==> config.mk <==
export PLATFORM = sky130hd
export DESIGN_NAME = pll_reset_seq
export DESIGN_NICKNAME = d
export VERILOG_FILES = /design/src/rtl/pll_reset_seq.sv
export SDC_FILE = /design/constraint.sdc
export NUM_CORES = 1
export LEC_CHECK = 0
export ABC_AREA = 1
export BUFFER_PORTS_ARGS = -buffer_cell sky130_fd_sc_hd__buf_4
export CAP_MARGIN = 0
export CORE_MARGIN = 5
export CORE_UTILIZATION = 35
export DETAILED_ROUTE_END_ITERATION = 8
export PLACE_DENSITY_LB_ADDON = 0.1
export SYNTH_ARGS = -nofsm -noshare
export SYNTH_HDL_FRONTEND = slang
export SYNTH_SLANG_ARGS = --single-unit
==> constraint.sdc <==
create_clock -name clk -period 1.8 [get_ports clk]
set_input_delay 0.18 -clock clk [delete_from_list [all_inputs] [get_ports clk]]
set_output_delay 0.18 -clock clk [all_outputs]
set_load 0.02 [all_outputs]
==> src/rtl/pll_reset_seq.sv <==
// Reset sequencer on PLL c1: synchronizes/filters lock, then releases memory and CPU resets in stages.
// Optional loss counter built only when PLL_RSTSEQ_LOSSCNT_EN is defined.
module pll_reset_seq #(
  parameter int unsigned LOCK_FILT   = 16,
  parameter int unsigned HOLD_CYCLES = 64,
  parameter int unsigned STAGGER     = 8
) (
  input  logic       clk,
  input  logic       rst_n,
  input  logic       pll_locked,
  input  logic       sw_rst_n,
  output logic       rst_mem_n,
  output logic       rst_cpu_n,
  output logic       ready,
  output logic [2:0] state,
  output logic [7:0] loss_cnt
);

  typedef enum logic [2:0] {
    WAIT_LOCK = 3'd0,
    FILTER    = 3'd1,
    HOLD      = 3'd2,
    REL_MEM   = 3'd3,
    RUN       = 3'd4
  } state_t;

  localparam logic [15:0] FILT_LAST  = 16'(LOCK_FILT - 1);
  localparam logic [15:0] HOLD_LAST  = 16'(HOLD_CYCLES - 1);
  localparam logic [15:0] STAG_LAST  = 16'(STAGGER - 1);

  state_t      state_q, state_d;
  logic [15:0] cnt_q, cnt_d;
  logic        s1_q, s2_q;
  logic        rst_mem_q, rst_cpu_q, ready_q;

  always_ff @(posedge clk or negedge rst_n) begin
    if (!rst_n) begin
      s1_q <= 1'b0;
      s2_q <= 1'b0;
    end else begin
      s1_q <= pll_locked;
      s2_q <= s1_q;
    end
  end

  always_comb begin
    state_d = state_q;
    cnt_d   = '0;
    case (state_q)
      WAIT_LOCK: begin
        if (s2_q) state_d = FILTER;
      end
      FILTER: begin
        if (!s2_q)                  state_d = WAIT_LOCK;
        else if (cnt_q == FILT_LAST) state_d = HOLD;
        else                         cnt_d   = cnt_q + 16'd1;
      end
      HOLD: begin
        if (!s2_q)                  state_d = WAIT_LOCK;
        else if (cnt_q == HOLD_LAST) state_d = REL_MEM;
        else                         cnt_d   = cnt_q + 16'd1;
      end
      REL_MEM: begin
        if (!s2_q)                  state_d = WAIT_LOCK;
        else if (cnt_q == STAG_LAST) state_d = RUN;
        else                         cnt_d   = cnt_q + 16'd1;
      end
      RUN: begin
        // lock loss wins over a simultaneous soft reset
        if (!s2_q)          state_d = WAIT_LOCK;
        else if (!sw_rst_n) state_d = HOLD;
      end
      default: state_d = WAIT_LOCK;
    endcase
  end

  always_ff @(posedge clk or negedge rst_n) begin
    if (!rst_n) begin
      state_q   <= WAIT_LOCK;
      cnt_q     <= '0;
      rst_mem_q <= 1'b0;
      rst_cpu_q <= 1'b0;
      ready_q   <= 1'b0;
    end else begin
      state_q   <= state_d;
      cnt_q     <= cnt_d;
      rst_mem_q <= (state_d == REL_MEM) || (state_d == RUN);
      rst_cpu_q <= (state_d == RUN);
      ready_q   <= (state_d == RUN);
    end
  end

`ifdef PLL_RSTSEQ_LOSSCNT_EN
  logic [7:0] loss_q;

  always_ff @(posedge clk or negedge rst_n) begin
    if (!rst_n) begin
      loss_q <= '0;
    end else if ((state_q == RUN) && !s2_q && (loss_q != 8'hFF)) begin
      loss_q <= loss_q + 8'd1;
    end
  end

  assign loss_cnt = loss_q;
`else
  assign loss_cnt = 8'h00;
`endif

  assign rst_mem_n = rst_mem_q;
  assign rst_cpu_n = rst_cpu_q;
  assign ready     = ready_q;
  assign state     = state_q;

endmodule

Word level (Yosys, flattened, before mapping)

Index checks and enable logic that the tools add are counted.

$add $sub $neg: 1
Multiply operators: 0
Divide/modulo/power cells: 0
Magnitude comparators: 0
Equality and inequality tests: 9
Shift-type cells: 0
Multiplexer cells: 17
Bitwise operators: 0
Reduce and logical (&&, ||, !) cells: 2

Operators with widths:

| cell                    | count |
|---|---|
| $mux W16                | 6 |
| $pmux W16 S3            | 1 |
| $mux W3                 | 9 |
| $add A16 B1 Y16 const B | 1 |
| $eq A16 B3 Y1 const B   | 1 |
| $eq A16 B4 Y1 const B   | 1 |
| $eq A16 B6 Y1 const B   | 1 |
| $pmux W3 S5             | 1 |
| $eq A3 B2 Y1 const B    | 3 |
| $eq A3 B3 Y1 const B    | 2 |
| $eq A3 B1 Y1 const B    | 1 |
| $logic_not A3 Y1        | 1 |
| $logic_or A1 B1 Y1      | 1 |

Register bits after elaboration: 23
Bits in latches: 0
RAM bits: 0
ROM bits: 0
Bits of input ports: 4
Output and inout bits: 14
Word-level logic and storage cells: 35
Memories kept: 0

Logic depth before layout (Yosys ltp)

Depth after elaboration: 6
Gate-level depth with buffers: 10
Mapped depth without buffers: 10

Least setup slack after synthesis

No wires, ideal clock.

Path type: register -> register
From: reg cnt_q[0]
To: reg cnt_q[9]
Setup time: 0.121 ns
Data arrival time: 1.331 ns
Required time: 1.679 ns
Path slack: 0.348 ns
Stages on the path, launching flop included: 10
Path buffers: 1
Clock period less this slack: 1.452 ns
Path through: dfrtp_1 > ha_1 > nand3_4 > nor2_4 > nand3_1 > nand3_1 > nand3_2 > inv_2 > buf_6 > nor2_1

Word-level cells in the longest chain between the ends: 4
Elaborated cells on any way between the ends: 11
Classes of those cells: add/sub (1); eq/ne (3); mux (7)

RTL lines:

| item                                    | RTL line   | text |
|---|---|---|
| start, declared                         | 32         | `logic [15:0] cnt_q, cnt_d;` |
| start signal, assigned                  | 86         | `cnt_q <= cnt_d;` |
| $add A16 B1 Y16 (tied with other cells) | 56, 61, 66 |  |
| $mux W16 (on tied branches)             | 65, 55, 60 |  |
| $mux W16 (on tied branches)             | 64, 54, 59 |  |
| $pmux W16 S3 *                          | 49         | `case (state_q)` |
| via cnt_d[9]                            | 32         |  |

The timed path passes the listed nets; every way through them passes the cells marked *.

Worst setup path in the final report

From: reg cnt_q[0]
To: reg cnt_q[13]

Same word-level chain as after synthesis.

==> impl_summary.log <==
INFO  metric vias_in_the_first_global_route = 1003
INFO  metric crit_buf_inv = 1
INFO  metric cts_tree = yes
INFO  metric grt_usage = 10.7%
INFO  metric arrival = 1.75 ns
INFO  metric worstSetupPathType = flop to flop
INFO  metric worstSetupStartpointType = flop
INFO  metric wire_length_of_the_first_global_routing_pass = 4450 um
INFO  metric post-synth-top-area-cell = dfrtp_1
INFO  metric cts.repair_timing.setup_buffer_count = 0
INFO  metric slowest_stage = dfrtp_1
INFO  metric slew_viol_final = 0
INFO  metric synth_seq_area_share = 42.7%
INFO  metric initialDrtViolationCount = 45
INFO  metric critical-path-top-cell-by-count = nand3_1
INFO  metric syn_inst = 169
INFO  metric synthDominantCellAreaShare = 42.7%
INFO  metric max-cap-violations = 0
INFO  metric fin_crit = 1.60 ns
INFO  metric worstPathCellList = ha_1 -> nand3_4 -> nor2_4 -> nand3_1 -> nand3_1 -> nand3_2 -> inv_2 -> nor2_1
INFO  metric post-place-ws = 0.182 ns
INFO  metric layout.cells.most_common = nand2_1
INFO  metric clock_sink_count = 23
INFO  metric via_to_cell_ratio = 4.55
INFO  metric clk_transition_reported_paths = 0.08 ns
INFO  metric antenna_violating_nets_post_route = 0
INFO  metric slowest_delay = 0.38 ns
INFO  metric cts.htree.levels = 1
INFO  metric ys_warn_count = 0
INFO  metric ys_dominant_reg_cell = dfrtp_1
INFO  metric fp.dieArea = 5200 um2
INFO  metric area_growth = 8.81%
INFO  metric fin_worst_skew = 0.00729 ns
INFO  metric worstSkewPairLatency = 0.26 ns
INFO  metric drc = 0
INFO  metric total_routed_length = 2510 um
INFO  metric worstHoldPathType = input port to flop
INFO  metric die-height = 72.1 um
INFO  metric cts.root.buffer_cell = clkbuf_8
INFO  metric leakagePower = 0.665 nW
INFO  metric synth-async-reset-ratio = 100%
INFO  metric gr-total-overflow = 0
INFO  metric max-clock-path-buffers = 2
INFO  metric postSynthRegisterBits = 23
INFO  metric chipWidth = 72.1 um
INFO  metric layout.cells.most_common_list = 34 x nand2_1, 31 x nor2_1, 23 x dfrtp_1, 19 x inv_1, 11 x nand3_1
INFO  metric rows = 22
INFO  metric critPathCaptureType = flop
INFO  metric vias = 1033
INFO  metric floorplan.initialDensity = 36.6%
INFO  metric unrepaired_setup_endpoints_after_global_routing = no
INFO  metric worstPathMaxFanout = 14
INFO  metric cp.required = 1.95 ns
INFO  metric drive_above_1_share = 12.8%
INFO  metric powerDensity = 608 nW/um2
INFO  metric detailedRoute.firstPassIterationCount = 4
INFO  metric synthDistinctLibCells = 25
INFO  metric synth.top_cells.by_area = dfrtp_1 43%, nand2_1 9.5%, nor2_1 8.6%, inv_1 5.3%, buf_4 5.0%
INFO  metric cts_repair_resize_count = 0
INFO  metric outcome = finished clean
INFO  metric diodes_inserted = 0
INFO  metric hpwl = 1930 um
INFO  metric antenna_found_initial = 0
INFO  metric setup_tns = 0 ns
INFO  metric number_of_synthesized_flops_with_an_enable_pin = 0
INFO  metric grt_max_degree = 24
INFO  metric postSynthAreaPerCell = 7.98 um2
INFO  metric setup_ws = 0.200 ns
INFO  metric timing.critical_path.max_delay_family = simple AND/OR/NAND/NOR gates
INFO  metric routed_wire_length_per_instance = 11.0 um
INFO  metric layout.nets = 185
INFO  metric fp.coreArea = 3690 um2
INFO  metric numCtsBuffers = 3
INFO  metric clock.fmax = 0.625 GHz
INFO  metric setup_viol = 0
INFO  metric syn-cell-area = 1350 um2
INFO  metric hold_viol_final = 0
INFO  metric timing.final.crit_share = 88.9%
INFO  metric gp_congestion = 0.777
INFO  metric ios = 18
INFO  metric worst_ir_drop_vdd = 0.283 mV
INFO  metric port-buffer-count = 9
[per-layer routing]
layer / GRT usage (%) / vias to the layer above / share of wire [%]
met5: 0 / - / 0
met4: 3.13 / 0 / 1.1
met3: 3.46 / 5 / 4.4
met2: 17.2 / 16 / 48
met1: 13.8 / 472 / 47
li1: - / 540 / -
[report_power, final]
group / internal [mW] / switching, mW / total, mW / leakage [nW]
Clock: 0.158 / 0.160 / 0.318 / 0.0228
Combinational: 0.0102 / 0.0370 / 0.0473 / 0.328
Sequential: 0.521 / 0.00624 / 0.527 / 0.314
[per-stage QoR]
stage	total power [mW]	cell area, um2	utilization (%)	std cells	hold WS (ns)
2_1_floorplan	0.580	1380	-	176	-0.116
4_1_cts	0.912	1470	39.8	227	0.00865
3_5_place_dp	0.584	1410	38.3	222	0.0962
5_1_grt	0.935	1470	39.8	227	0.00185
3_3_place_gp	0.584	1410	38.3	222	0.0899
6_report	0.892	1470	39.8	227	0.0212
[worst reg2reg max path: stages (launching register included)]
cell and delay, ns:
dfrtp_1 0.38, ha_1 0.27, nand3_4 0.12, nor2_4 0.15
nand3_1 0.09, nand3_1 0.09, nand3_2 0.09, inv_2 0.22
nor2_1 0.08
[logic make-up after synthesis]
| family | after synthesis | share of synthesized area [%] |
|---|---|---|
| buffers and inverters | 31 | 12.2 |
| flip-flops | 23 | 42.7 |
| AND/OR/NAND/NOR | 98 | 36.0 |
| other | 1 | 0.278 |
| XOR/XNOR | 7 | 4.55 |
| AO/OA/AOI/OAI | 8 | 3.34 |
| adder cells (fa/ha/maj) | 1 | 0.927 |
[worst paths after layout]
kind | startpoint | end | slack (ns) | depth (start not counted)
max reg2reg | cnt_q[0] | cnt_q[13] | 0.20 | 8
min | pll_locked | s1_q | 0.02 | 1
max | cnt_q[0] | cnt_q[13] | 0.20 | 8
min reg2reg | s1_q | s2_q | 0.35 | 0
max in group asynchronous | rst_n | cnt_q[4] | 1.23 | 2
min in group asynchronous | rst_n | cnt_q[9] | 0.34 | 2
[cell type report]
cell class	instances	area [um2]
Sequential cell	23	576
Inverter	20	75.1
Tap cell	48	60.1
Fill cell	374	2220
Clock buffer	4	45.0
Timing Repair Buffer	10	77.6
Multi-Input combinational cell	122	634
[flip-flops by register name, summed over array words and instances (netlist names)]
signal,cells
s2_q,1
state,3
ready,1
rst_mem_n,1
s1_q,1
cnt_q,16
[synthesized netlist by cell type (2+ instances only)]
library cell / count
nor2_1: 31
nand2_1: 34
nand3_1: 11
xor2_1: 5
xnor2_1: 2
nor3_1: 5
nand4_1: 7
buf_4: 9
inv_1: 19
buf_6: 2
o21ai_0: 5
dfrtp_1: 23
nor2_4: 3
nand3_4: 2
[repair_timing]
item                                    CTS  global route
endpoints found under the setup margin    0             0
hold endpoints to repair                 23             0
hold buffers                              1             0
Power figures use the tool's default switching activity.
